`config.mk`:
```
export PLATFORM = sky130hd
export DESIGN_NAME = fp_addsub_seq
export DESIGN_NICKNAME = d
export VERILOG_FILES = /design/src/rtl/fp_addsub_seq.sv
export SDC_FILE = /design/constraint.sdc
export NUM_CORES = 1
export LEC_CHECK = 0
export BUFFER_PORTS_ARGS = -buffer_cell sky130_fd_sc_hd__buf_2
export CAP_MARGIN = 10
export CORE_UTILIZATION = 65
export DETAILED_ROUTE_END_ITERATION = 10
export HOLD_SLACK_MARGIN = 0.1
export PLACE_DENSITY = 0.84
export SETUP_SLACK_MARGIN = 0.15
export SYNTH_ARGS = -nofsm -noshare
export SYNTH_HDL_FRONTEND = slang
export SYNTH_SLANG_ARGS = --single-unit
```
`constraint.sdc`:
```
create_clock -name clk -period 9.3 [get_ports clk]
set_input_delay 0.93 -clock clk [delete_from_list [all_inputs] [get_ports clk]]
set_output_delay 0.93 -clock clk [all_outputs]
set_load 0.005 [all_outputs]
```
`src/rtl/fp_addsub_seq.sv`:
```
// fp_addsub_seq: multi-cycle IEEE-style add/subtract.
// Align, add, normalise one shift per cycle, round to nearest-even.
module fp_addsub_seq #(
  parameter int EXP_W = 8,
  parameter int MAN_W = 23,
  localparam int W = 1 + EXP_W + MAN_W
) (
  input  logic         clk,
  input  logic         rst,
  input  logic         in_valid,
  output logic         in_ready,
  input  logic [W-1:0] a,
  input  logic [W-1:0] b,
  input  logic         op,
  output logic         out_valid,
  input  logic         out_ready,
  output logic [W-1:0] res,
  output logic [3:0]   flags
);
  localparam int SW = MAN_W + 3;
  localparam int MW = MAN_W + 5;
  localparam int EW = EXP_W + 1;
  localparam logic [EXP_W-1:0] EMAX = '1;
  localparam logic [W-1:0] QNAN =
    {1'b0, EMAX, 1'b1, {(MAN_W-1){1'b0}}};

  typedef enum logic [2:0] {
    IDLE, ALIGN, ADD, NORM, ROUND, OUT
  } state_t;

  state_t state_q, state_d;

  logic [W-1:0]    a_q, b_q;
  logic            op_q;
  logic            sx_q, sy_q, stk_q;
  logic [EW-1:0]   e_q;
  logic [SW-1:0]   mx_q, my_q;
  logic [MW-1:0]   m_q;
  logic [W-1:0]    res_q;
  logic [3:0]      flags_q;

  logic [EXP_W-1:0] ea, eb, ex, ey, d;
  logic [MAN_W-1:0] fa, fb, rfrac;
  logic             za, zb, sa, sb, swap;
  logic             nan_a, nan_b, inf_a, inf_b;
  logic             special, inc, inexact;
  logic [W-2:0]     mag_a, mag_b;
  logic [SW-1:0]    sig_a, sig_b;
  logic [31:0]      sh;
  logic [2*SW-1:0]  wide;
  logic [MW-1:0]    xe, ye, sum;
  logic [W-1:0]     spec_res, rnd_res;
  logic [3:0]       spec_flg, rnd_flg;
  logic             n_zero, n_rsh, n_den, n_uf, n_lsh;
  logic [MAN_W+1:0] rsum;
  logic [EW-1:0]    re;

  assign in_ready  = (state_q == IDLE);
  assign out_valid = (state_q == OUT);
  assign res       = res_q;
  assign flags     = flags_q;

  // operand decode, alignment, add, normalise and round datapath
  always_comb begin
    ea = a_q[W-2:MAN_W];
    eb = b_q[W-2:MAN_W];
    fa = a_q[MAN_W-1:0];
    fb = b_q[MAN_W-1:0];
    za = (ea == '0);
    zb = (eb == '0);
    sa = a_q[W-1];
    sb = b_q[W-1] ^ op_q;
    nan_a = (ea == EMAX) && (fa != '0);
    nan_b = (eb == EMAX) && (fb != '0);
    inf_a = (ea == EMAX) && (fa == '0);
    inf_b = (eb == EMAX) && (fb == '0);
    special = nan_a | nan_b | inf_a | inf_b;
    mag_a = za ? '0 : a_q[W-2:0];
    mag_b = zb ? '0 : b_q[W-2:0];
    swap  = (mag_b > mag_a);
    sig_a = za ? '0 : {1'b1, fa, 2'b00};
    sig_b = zb ? '0 : {1'b1, fb, 2'b00};
    ex = swap ? (zb ? '0 : eb) : (za ? '0 : ea);
    ey = swap ? (za ? '0 : ea) : (zb ? '0 : eb);
    d  = ex - ey;
    sh = (32'(d) >= 32'(SW)) ? 32'(SW) : 32'(d);
    wide = {(swap ? sig_a : sig_b), {SW{1'b0}}} >> sh;
    xe = {1'b0, mx_q, 1'b0};
    ye = {1'b0, my_q, stk_q};
    sum = (sx_q == sy_q) ? xe + ye : xe - ye;
    spec_flg = 4'b0000;
    if (nan_a || nan_b) begin
      spec_res = QNAN;
    end else if (inf_a && inf_b && (sa != sb)) begin
      spec_res = QNAN;
      spec_flg = 4'b1000;
    end else if (inf_a) begin
      spec_res = {sa, EMAX, {MAN_W{1'b0}}};
    end else begin
      spec_res = {sb, EMAX, {MAN_W{1'b0}}};
    end
    n_zero = (m_q == '0);
    n_rsh  = !n_zero && m_q[MW-1];
    n_den  = !n_zero && !m_q[MW-1] && !m_q[MW-2];
    n_uf   = n_den && (e_q <= EW'(1));
    n_lsh  = n_den && !n_uf;
    inc  = m_q[2] & (m_q[1] | m_q[0] | m_q[3]);
    inexact = m_q[2] | m_q[1] | m_q[0];
    rsum = {1'b0, m_q[MW-2:3]} + (MAN_W+2)'(inc);
    re   = e_q + EW'(rsum[MAN_W+1]);
    rfrac = rsum[MAN_W+1] ? rsum[MAN_W:1] : rsum[MAN_W-1:0];
    if (re >= {1'b0, EMAX}) begin
      rnd_res = {sx_q, EMAX, {MAN_W{1'b0}}};
      rnd_flg = 4'b0101;
    end else begin
      rnd_res = {sx_q, re[EXP_W-1:0], rfrac};
      rnd_flg = {3'b000, inexact};
    end
  end

  // state register
  always_ff @(posedge clk) begin
    if (rst) state_q <= IDLE;
    else     state_q <= state_d;
  end

  // next-state decode
  always_comb begin
    state_d = state_q;
    unique case (state_q)
      IDLE:  if (in_valid) state_d = ALIGN;
      ALIGN: state_d = ADD;
      ADD:   state_d = special ? OUT : NORM;
      NORM: begin
        if (n_zero || n_uf)      state_d = OUT;
        else if (!n_rsh && !n_lsh) state_d = ROUND;
      end
      ROUND: state_d = OUT;
      OUT:   if (out_ready) state_d = IDLE;
      default: state_d = IDLE;
    endcase
  end

  // datapath registers advanced per state
  always_ff @(posedge clk) begin
    if (rst) begin
      a_q <= '0; b_q <= '0; op_q <= 1'b0;
      sx_q <= 1'b0; sy_q <= 1'b0; stk_q <= 1'b0;
      e_q <= '0; mx_q <= '0; my_q <= '0;
      m_q <= '0; res_q <= '0; flags_q <= '0;
    end else begin
      unique case (state_q)
        IDLE: if (in_valid) begin
          a_q  <= a;
          b_q  <= b;
          op_q <= op;
        end
        ALIGN: begin
          sx_q  <= swap ? sb : sa;
          sy_q  <= swap ? sa : sb;
          e_q   <= {1'b0, ex};
          mx_q  <= swap ? sig_b : sig_a;
          my_q  <= wide[2*SW-1:SW];
          stk_q <= |wide[SW-1:0];
        end
        ADD: begin
          if (special) begin
            res_q   <= spec_res;
            flags_q <= spec_flg;
          end else begin
            m_q <= sum;
          end
        end
        NORM: begin
          if (n_zero) begin
            res_q   <= {sx_q & sy_q, {(W-1){1'b0}}};
            flags_q <= 4'b0000;
          end else if (n_rsh) begin
            m_q <= {1'b0, m_q[MW-1:2], m_q[1] | m_q[0]};
            e_q <= e_q + EW'(1);
          end else if (n_uf) begin
            res_q   <= {sx_q, {(W-1){1'b0}}};
            flags_q <= 4'b0011;
          end else if (n_lsh) begin
            m_q <= {m_q[MW-2:0], 1'b0};
            e_q <= e_q - EW'(1);
          end
        end
        ROUND: begin
          res_q   <= rnd_res;
          flags_q <= rnd_flg;
        end
        default: ;
      endcase
    end
  end

endmodule
```
==> impl_metrics.py <==
metrics = {
    "clock_network": {
        "postCtsSetupRepairBufs": 0,
        "cts_tree": "done",
        "hold_buffers": 0,
        "cts_sinks": 194,
        "clock_latency_ps": 460,
        "clock-root-buffer": "clkbuf_16",
        "cts_resized": 0,
        "cts.clk_slew.worst_paths_ps": 80,
        "htree_levels": 4,
        "clockBufferDepth": 2,
        "cts_buffers": 17,
    },
    "grt": {
        "gr-usage-all-layers": 0.384,
        "grt_pass1_vias": 14100,
        "antenna_found_initial": 0,
        "grt_use_met1": 0.501,
        "grt_max_degree": 124,
        "grt_pass1_wl_mm": 73.2,
        "grt-ovfl-total": 0,
        "top_usage_layer": "met2",
        "grtUsageMet2": 0.633,
        "use_met3": 0.0573,
    },
    "drt": {
        "drt-total-wl_mm": 45.8,
        "antenna_left": 0,
        "viasPerCell": 6.62,
        "drcViolationCount": 0,
        "wl_per_cell_um": 19.5,
        "first_pass_iters": 8,
        "dr_total_vias": 15600,
        "drtIter0Drc": 1689,
    },
    "synthesis": {
        "synth-seq-area-share": 0.262,
        "yosys-top-cells-area": "dfxtp_1 (26%), a21oi_1 (7.9%), ha_1 (7.4%)",
        "synth_edf_count": 0,
        "yosys_warnings": 0,
        "async_flop_share": 0,
        "synth_cell_types": 89,
        "synth_common_cells": "nand2_1 (290), nor2_1 (242), a21oi_1 (233)",
        "avgSynthCellArea_um2": 7.13,
        "synth_fp_nets": 2238,
        "synth.largest_area_cell": "dfxtp_1",
        "yosysMostFrequentCell": "nand2_1",
        "syn_area_um2": 14800,
        "ys_ff_latch": 194,
        "synth_flop_cell": "dfxtp_1",
        "netlist.area_leader.share": 0.262,
        "syn_inst": 2080,
    },
    "critical_path": {
        "required_ps": 9650,
        "reg2reg_slack_ps": 1010,
        "r2r_start": "b_q[27]",
        "cp_max_fo": 25,
        "startpoint_type": "flop",
        "r2r_end": "stk_q",
        "critical_path_class": "reg2reg",
        "cp-end-kind": "flop",
        "critPathArrivalTime_ps": 8640,
        "r2r_cells": 22,
    },
    "timing": {
        "setup_viol": 0,
        "tns_ps": 0,
        "fin_ws_ps": 1010,
        "holdWs_ps": 471,
        "tightest_slew_ps": 1170,
        "min_period_ps": 8290,
        "rsz0062_at_grt": "false",
        "slew_violations": 0,
        "clock-skew-final_ps": 15.9,
        "hold_viol_final": 0,
        "slew_headroom": 0.216,
        "max_freq_ghz": 0.121,
        "finalCritPeriodShare": 0.891,
    },
    "floorplan": {
        "die_h_um": 153,
        "ios": 107,
        "die_w_um": 153,
        "initial_core_util": 0.671,
        "die_area_um2": 23400,
        "core_um2": 22100,
        "floorplan.rows": 54,
    },
    "placed_design": {
        "routabilityCongestion": 0.995,
        "place_ws_ps": 1270,
        "port_buffers": 106,
        "hpwlAfterDp_mm": 33.5,
        "placed_cells": 2323,
    },
    "status": {
        "status": "completed",
    },
    "layout": {
        "area_delta_synth_final_pct": 7.08,
        "stdcell_count": 2355,
        "final_nets": 2220,
        "diodes": 0,
        "layout-drive-gt1-share": 0.0973,
    },
    "job": {
        "cap_violations": 0,
    },
    "min_path": {
        "hold_path.class": "reg2reg",
        "min_to": "flags[2]",
        "hold_start": "flags[2]",
        "min_path_cells": 2,
    },
}
[critical path: stages (launching register included)]
cell and delay [ps]:
dfxtp_1 370, nor4_1 490, nand2_1 610, and2_1 430
ha_1 320, nand2_1 120, nor4_4 400, nand2_1 140
a31o_1 280, a2111o_1 440, o21a_1 170, ha_1 430
or4_1 510, a21oi_1 220, a2111oi_2 110, a311oi_4 950
nand2_1 480, o311ai_1 590, inv_1 70, mux4_2 490
nor4_2 230, nand4_1 140, a21o_1 180
[through the flow]
stage / util / cell area [µm²]
final: 0.719 / 15900
after floorplan: - / 14800
after CTS: 0.719 / 15900
after global placement: 0.691 / 15300
after detailed placement: 0.691 / 15300
after global routing: 0.719 / 15900
[placed cells by master, fill, tap and decap left out, types with 55 or more instances in the layout]
| cell | netlist | layout |
|---|---|---|
| nor3_1 | 56 | 55 |
| a21oi_1 | 233 | 232 |
| ha_1 | 88 | 88 |
| inv_1 | 83 | 83 |
| nor2_1 | 242 | 242 |
| o21ai_0 | 82 | 81 |
| a211oi_1 | 62 | 62 |
| nand2_1 | 290 | 289 |
| buf_2 | 15 | 105 |
| dfxtp_1 | 194 | 193 |
[layout make-up]
cell class,instances,area (µm²)
Fill cell,1839,6210
Multi-Input combinational cell,1639,10000
Timing Repair Buffer,126,687
Tap cell,280,350
Clock inverter,13,175
Inverter,84,315
Clock buffer,19,453
Sequential cell,194,3880
[logic make-up after synthesis]
logic type	Yosys count	share of synthesized area
compound gates	621	0.270
simple gates	813	0.251
fa+ha+maj	89	0.0756
mux	63	0.0444
buf+inv	247	0.0655
xor+xnor	53	0.0313
flops	194	0.262
[worst max path at each step]
stage | from | to | cells past startpoint
2_1_floorplan | b_q[24] | stk_q | 26
3_3_place_gp | b_q[23] | stk_q | 22
3_5_place_dp | b_q[27] | stk_q | 22
4_1_cts | b_q[27] | stk_q | 22
5_1_grt | b_q[27] | stk_q | 22
6_report | b_q[27] | stk_q | 22
[sequential cells by signal, indices dropped and copies added (netlist names), 3 cells and up]
register  flops
m_q          28
my_q         26
mx_q         24
a_q          32
flags         4
e_q           9
res          32
state_q       3
b_q          32
[routing by layer]
layer,vias to the layer above,share of wire
met5,-,0
met4,0,0.037
met3,142,0.071
met2,736,0.46
met1,7284,0.43
li1,7429,-
Power is left out: the tool's default activity adds up to more than one toggle a clock period on the data nets, which glitch-free logic cannot reach.
